File: src/rtl/timer_pkg.sv
// Shared types and constants for the memory-mapped countdown timer.
// CTRL_W grows to cover the PSC field when TIMER_PRESCALE_EN is defined.
package timer_pkg;

   typedef enum logic [1:0] {
      IDLE = 2'd0,
      LOAD = 2'd1,
      CNT  = 2'd2,
      INT  = 2'd3
   } state_e;

   localparam logic [1:0] CTRL_OFS   = 2'd0;
   localparam logic [1:0] PRESET_OFS = 2'd1;
   localparam logic [1:0] COUNT_OFS  = 2'd2;

   localparam int EN_B     = 0;
   localparam int MODE_LSB = 1;
   localparam int IM_B     = 3;
   localparam int PSC_LSB  = 4;

   localparam logic [1:0] MODE_ONESHOT = 2'b00;
   localparam logic [1:0] MODE_RELOAD  = 2'b01;

`ifdef TIMER_PRESCALE_EN
   localparam int CTRL_W = 8;
`else
   localparam int CTRL_W = 4;
`endif

endpackage

File: src/rtl/timer_prescaler.sv
// Free-running prescaler for the timer's CNT state; present only when
// TIMER_PRESCALE_EN is defined.
`ifdef TIMER_PRESCALE_EN
module timer_prescaler (
   input  logic       clk,
   input  logic       rst_n,
   input  logic       clr,
   input  logic       run,
   input  logic [3:0] psc,
   output logic       tick
);

   logic [7:0] pre_q, pre_d, nxt, mask;

   // Tick on the 2^PSC-th CNT edge after LOAD, so N ticks span N*2^PSC edges.
   always_comb begin
      nxt  = pre_q + 8'd1;
      mask = (psc >= 4'd8) ? 8'hFF : 8'((9'd1 << psc) - 9'd1);
      tick = run && ((nxt & mask) == 8'd0);
      pre_d = pre_q;
      if (clr)      pre_d = 8'd0;
      else if (run) pre_d = nxt;
   end

   always_ff @(posedge clk or negedge rst_n) begin
      if (!rst_n) pre_q <= 8'd0;
      else        pre_q <= pre_d;
   end

endmodule
`endif

File: src/rtl/mmio_timer.sv
// Memory-mapped countdown timer (CTRL / PRESET / COUNT) with an IRQ toward CP0.
// Define TIMER_PRESCALE_EN to add the CTRL[7:4] PSC prescaler.
module mmio_timer
   import timer_pkg::*;
#(
   parameter int CNT_W     = 32,
   parameter int IRQ_PULSE = 1
) (
   input  logic        clk,
   input  logic        rst_n,
   input  logic        we,
   input  logic [1:0]  addr,
   input  logic [31:0] din,
   output logic [31:0] dout,
   output logic        irq
);

   localparam logic [2:0] PULSE_INIT = 3'(IRQ_PULSE);

   state_e              state_q, state_d;
   logic [CTRL_W-1:0]   ctrl_q, ctrl_d;
   logic [CNT_W-1:0]    preset_q, preset_d;
   logic [CNT_W-1:0]    count_q, count_d;
   logic                flag_q, flag_d;
   logic [2:0]          pulse_q, pulse_d;
   logic                tick;
   logic                en;
   logic [1:0]          mode;

   assign en   = ctrl_q[EN_B];
   assign mode = ctrl_q[MODE_LSB +: 2];

`ifdef TIMER_PRESCALE_EN
   timer_prescaler u_psc (
      .clk   (clk),
      .rst_n (rst_n),
      .clr   (state_q == LOAD),
      .run   (state_q == CNT),
      .psc   (ctrl_q[PSC_LSB +: 4]),
      .tick  (tick)
   );
`else
   assign tick = 1'b1;
`endif

   always_comb begin
      state_d  = state_q;
      ctrl_d   = ctrl_q;
      preset_d = preset_q;
      count_d  = count_q;
      flag_d   = flag_q;
      pulse_d  = pulse_q;

      // pulse_q counts down the remaining high cycles of an auto-reload pulse
      if (pulse_q != 3'd0) begin
         pulse_d = pulse_q - 3'd1;
         if (pulse_q == 3'd1) flag_d = 1'b0;
      end

      case (state_q)
         IDLE: if (en) state_d = LOAD;
         LOAD: begin
            count_d = preset_q;
            state_d = CNT;
         end
         CNT: begin
            if (!en) begin
               state_d = IDLE;
            end else if (tick) begin
               if (count_q > CNT_W'(1)) begin
                  count_d = count_q - CNT_W'(1);
               end else begin
                  count_d = '0;
                  flag_d  = 1'b1;
                  pulse_d = (mode == MODE_RELOAD) ? PULSE_INIT : 3'd0;
                  state_d = INT;
               end
            end
         end
         INT: begin
            if (mode != MODE_RELOAD) ctrl_d[EN_B] = 1'b0;
            state_d = IDLE;
         end
         default: state_d = IDLE;
      endcase

      // Software CTRL writes override the FSM's EN clear and drop any pending IRQ.
      if (we) begin
         case (addr)
            CTRL_OFS: begin
               ctrl_d  = din[CTRL_W-1:0];
               flag_d  = 1'b0;
               pulse_d = 3'd0;
            end
            PRESET_OFS: preset_d = din[CNT_W-1:0];
            default: ;
         endcase
      end
   end

   always_ff @(posedge clk or negedge rst_n) begin
      if (!rst_n) begin
         state_q  <= IDLE;
         ctrl_q   <= '0;
         preset_q <= '0;
         count_q  <= '0;
         flag_q   <= 1'b0;
         pulse_q  <= 3'd0;
      end else begin
         state_q  <= state_d;
         ctrl_q   <= ctrl_d;
         preset_q <= preset_d;
         count_q  <= count_d;
         flag_q   <= flag_d;
         pulse_q  <= pulse_d;
      end
   end

   always_comb begin
      dout = '0;
      case (addr)
         CTRL_OFS:   dout[CTRL_W-1:0] = ctrl_q;
         PRESET_OFS: dout[CNT_W-1:0]  = preset_q;
         COUNT_OFS:  dout[CNT_W-1:0]  = count_q;
         default:    dout = '0;
      endcase
   end

   assign irq = ctrl_q[IM_B] & flag_q;

endmodule
File: config.mk
export PLATFORM = sky130hd
export DESIGN_NAME = mmio_timer
export DESIGN_NICKNAME = d
export VERILOG_FILES = /design/src/rtl/timer_pkg.sv /design/src/rtl/timer_prescaler.sv /design/src/rtl/mmio_timer.sv
export SDC_FILE = /design/constraint.sdc
export NUM_CORES = 1
export LEC_CHECK = 0
export BUFFER_PORTS_ARGS = -buffer_cell sky130_fd_sc_hd__buf_2
export CORE_MARGIN = 2
export CORE_UTILIZATION = 51
export CTS_BUF_LIST = sky130_fd_sc_hd__clkbuf_16
export DETAILED_ROUTE_END_ITERATION = 7
export PLACE_DENSITY_LB_ADDON = 0.2
export SYNTH_ARGS = -nofsm -noshare
export SYNTH_HDL_FRONTEND = slang
export SYNTH_HIERARCHICAL = 1
export SYNTH_SLANG_ARGS = --single-unit
File: constraint.sdc
create_clock -name clk -period 2.1 [get_ports clk]
set_input_delay 0.42 -clock clk [delete_from_list [all_inputs] [get_ports clk]]
set_output_delay 0.42 -clock clk [all_outputs]
set_load 0.005 [all_outputs]
==> metrics <==
hold_ws 0.122 ns; Die H 96.1 um; Vias 4263; worst endpoint data arrival time 2.44 ns; Yosys top cell area share 42.8%; CP max stage delay 0.57 ns; via/cell ratio 6.08; Crit Path Max Fanout 5; leakage 2.72 nW; violations in the final reports setup timing; clock sink total 74; residual DRC count 0; Required @ worst endpoint 2.32 ns; clk slew on worst S/H paths 0.06 ns; drt first pass iters 5; Final period util 105%; remaining global-route overflow 0; number of cell rows 33; Worst Clk Skew 0.00923 ns; CTS H-Tree Depth 3; Seq/Total Area, Yosys 42.8%; Clk Latency, worst-skew pair 0.34 ns; first-pass GRT wire length 20.4 mm; Post-synth EDFFs 0; Critical-path top delay cell or4_4; Worst Setup Start Kind flop; Num CTS Buffers 9; Synth top cells by count dfrtp_1, mux2_2, a22oi_1; Final Worst Setup Slack -0.111 ns; asr flop ratio synth 100%; share of layout cells above drive strength 1 45.8%; io pins 70; gpl congestion 0.933; Max-cap violations 0; DR WL/cell 18.6 um; Post-DP HPWL 8.94 mm; vias in the first global route 4245; Peak Freq 452 MHz; cells along the critical path or4_4, nor4_4, and4_4, or2b_4, buf_4, o21ai_0, a22o_1; Setup CP Type reg -> reg; #FFs+latches synth 74; Core ar. 0.00822 mm2; largest net degree at the start of global routing 75; initial DRC count 279; synthesized netlist cell count 442; CTS tree done; mapped cell area 0.00432 mm2; Final Power 7.61 mW; min-delay worst type in -> async; Syn Area/Cell 9.78 um2; top post-synthesis cells by area dfrtp_1, mux2_2, a22oi_1; fin crit period 2.21 ns; ys flop type dfrtp_1; total die area 0.00923 mm2; Syn Nets 488; Yosys Warn Count 6; Starting Density 52.6%; status finished, violations left; GRT Total Usage 28.8%; Port Buf Inserts 69; final-stage net count 637; Hold Fails Final Rpt 0; synthesis-to-finish area growth 39.3%; Power Dens Cells 1260 mW/mm2; clk root buf clkbuf_16; IR drop worst, VDD 0.000626 V; Slew HR 60.2%; most common cell in the netlist dfrtp_1; final setup fails 22; diodes inserted 0; count of cell types in the netlist 52; Final ANT Viol Nets 0; Tightest Pin Transition 0.597 ns; R2R cell count 7; CTS Buffer Depth 2; Slew Viols, Final 0; area leader, netlist dfrtp_1; initial antenna violation count 0; RSZ-0062 raised after global routing yes; die width 96.1 um; critical path capture point type flop; DRT Wirelength 13.1 mm
[routing by layer]
layer  track usage, %  wire [um]  share of wire (%)
met5                0          0                  0
met4             11.3        351                2.7
met2             45.9       6230                 48
met1             38.3       5590                 43
met3             6.26        887                6.8
[logic make-up (layout without fill, tap and decap cells)]
group                    after synthesis  in the layout  share of synthesized area [%]
flip-flops                            74             74                           42.8
AND/OR/NAND/NOR                      150            150                           19.0
adder cells (fa/ha/maj)                9              9                           2.61
XOR/XNOR                               1              1                          0.203
buffers and inverters                 46            200                           4.34
AO/OA/AOI/OAI                        124            124                           21.2
multiplexers                          38             38                           9.81
[critical path, delay by kind of cell, from the launching register on]
kind	cells	cell delay (ns)
AOI/OAI and AO/OA	2	0.33
buffers and inverters	1	0.15
DFF	1	0.38
and+or+nand+nor	4	1.24
[registers in the layout, indices dropped and copies added, names as in the netlist]
| name | cells |
|---|---|
| count_q | 32 |
| preset_q | 32 |
| ctrl_q | 4 |
| pulse_q | 3 |
| state_q | 2 |
| flag_q | 1 |
[metrics by stage]
stage / setup TNS, ns / setup slack (ns) / cells / area (um2) / util, %
3_3_place_gp: -0.995 / -0.0952 / 670 / 5330 / 64.9
2_1_floorplan: -0.489 / -0.126 / 442 / 4340 / -
6_report: -1.12 / -0.111 / 701 / 6020 / 73.3
4_1_cts: -0.338 / -0.0640 / 690 / 5780 / 70.4
5_1_grt: -2.99 / -0.201 / 701 / 6020 / 73.3
3_5_place_dp: -2.73 / -0.192 / 670 / 5330 / 64.9
[path summary, 6_finish.rpt]
check                                   end  slack, ns         from
worst max-delay path             count_q[3]      -0.11  count_q[17]
min in group clk                 pulse_q[0]       0.30           we
worst max register to register   count_q[3]      -0.11  count_q[17]
worst min register to register    ctrl_q[1]       0.53    ctrl_q[1]
worst min-delay path            preset_q[6]       0.12        rst_n
max in group asynchronous        count_q[1]       1.64        rst_n
[layout by cell type (no fill, tap or decap), types with 5 or more instances in the layout]
cell type	instances
o22ai_1	8
nor2b_1	31
buf_2	69
nand2_2	5
dfrtp_1	73
a22oi_1	33
nand2_1	28
nand3_1	8
o2bb2ai_1	6
a22o_1	5
o21ai_0	9
o211ai_1	7
or4_4	5
a21oi_1	12
nor4_1	5
nand2b_1	5
buf_6	8
a32oi_1	6
nor2_1	22
buf_4	89
o21ai_1	6
ha_1	7
clkbuf_16	9
mux2_2	35
inv_1	15
[what timing repair did]
action | CTS | global route
pin swaps | 11 | 21
setup endpoints to repair | 31 | 46
hold endpoints to repair | 0 | 0
buffers inserted | 4 | 11
resized for setup | 37 | 36
hold buffers | 0 | 0
[power breakdown]
group	internal, mW	total [mW]	leakage, nW	switching, mW
combinational	1.79	3.74	1.68	1.95
clock	0.917	1.53	0.143	0.612
sequential	1.91	2.35	0.895	0.433
total	4.62	7.61	2.72	2.99
[cell type report]
cell class	count	area (um2)
Multi-Input combinational cell	322	2550
Fill cell	614	2200
Sequential cell	74	1850
Timing Repair Buffer	167	1120
Clock buffer	9	225
Tap cell	105	131
Clock inverter	7	71.3
Inverter	17	63.8
Power figures use the tool's default switching activity.
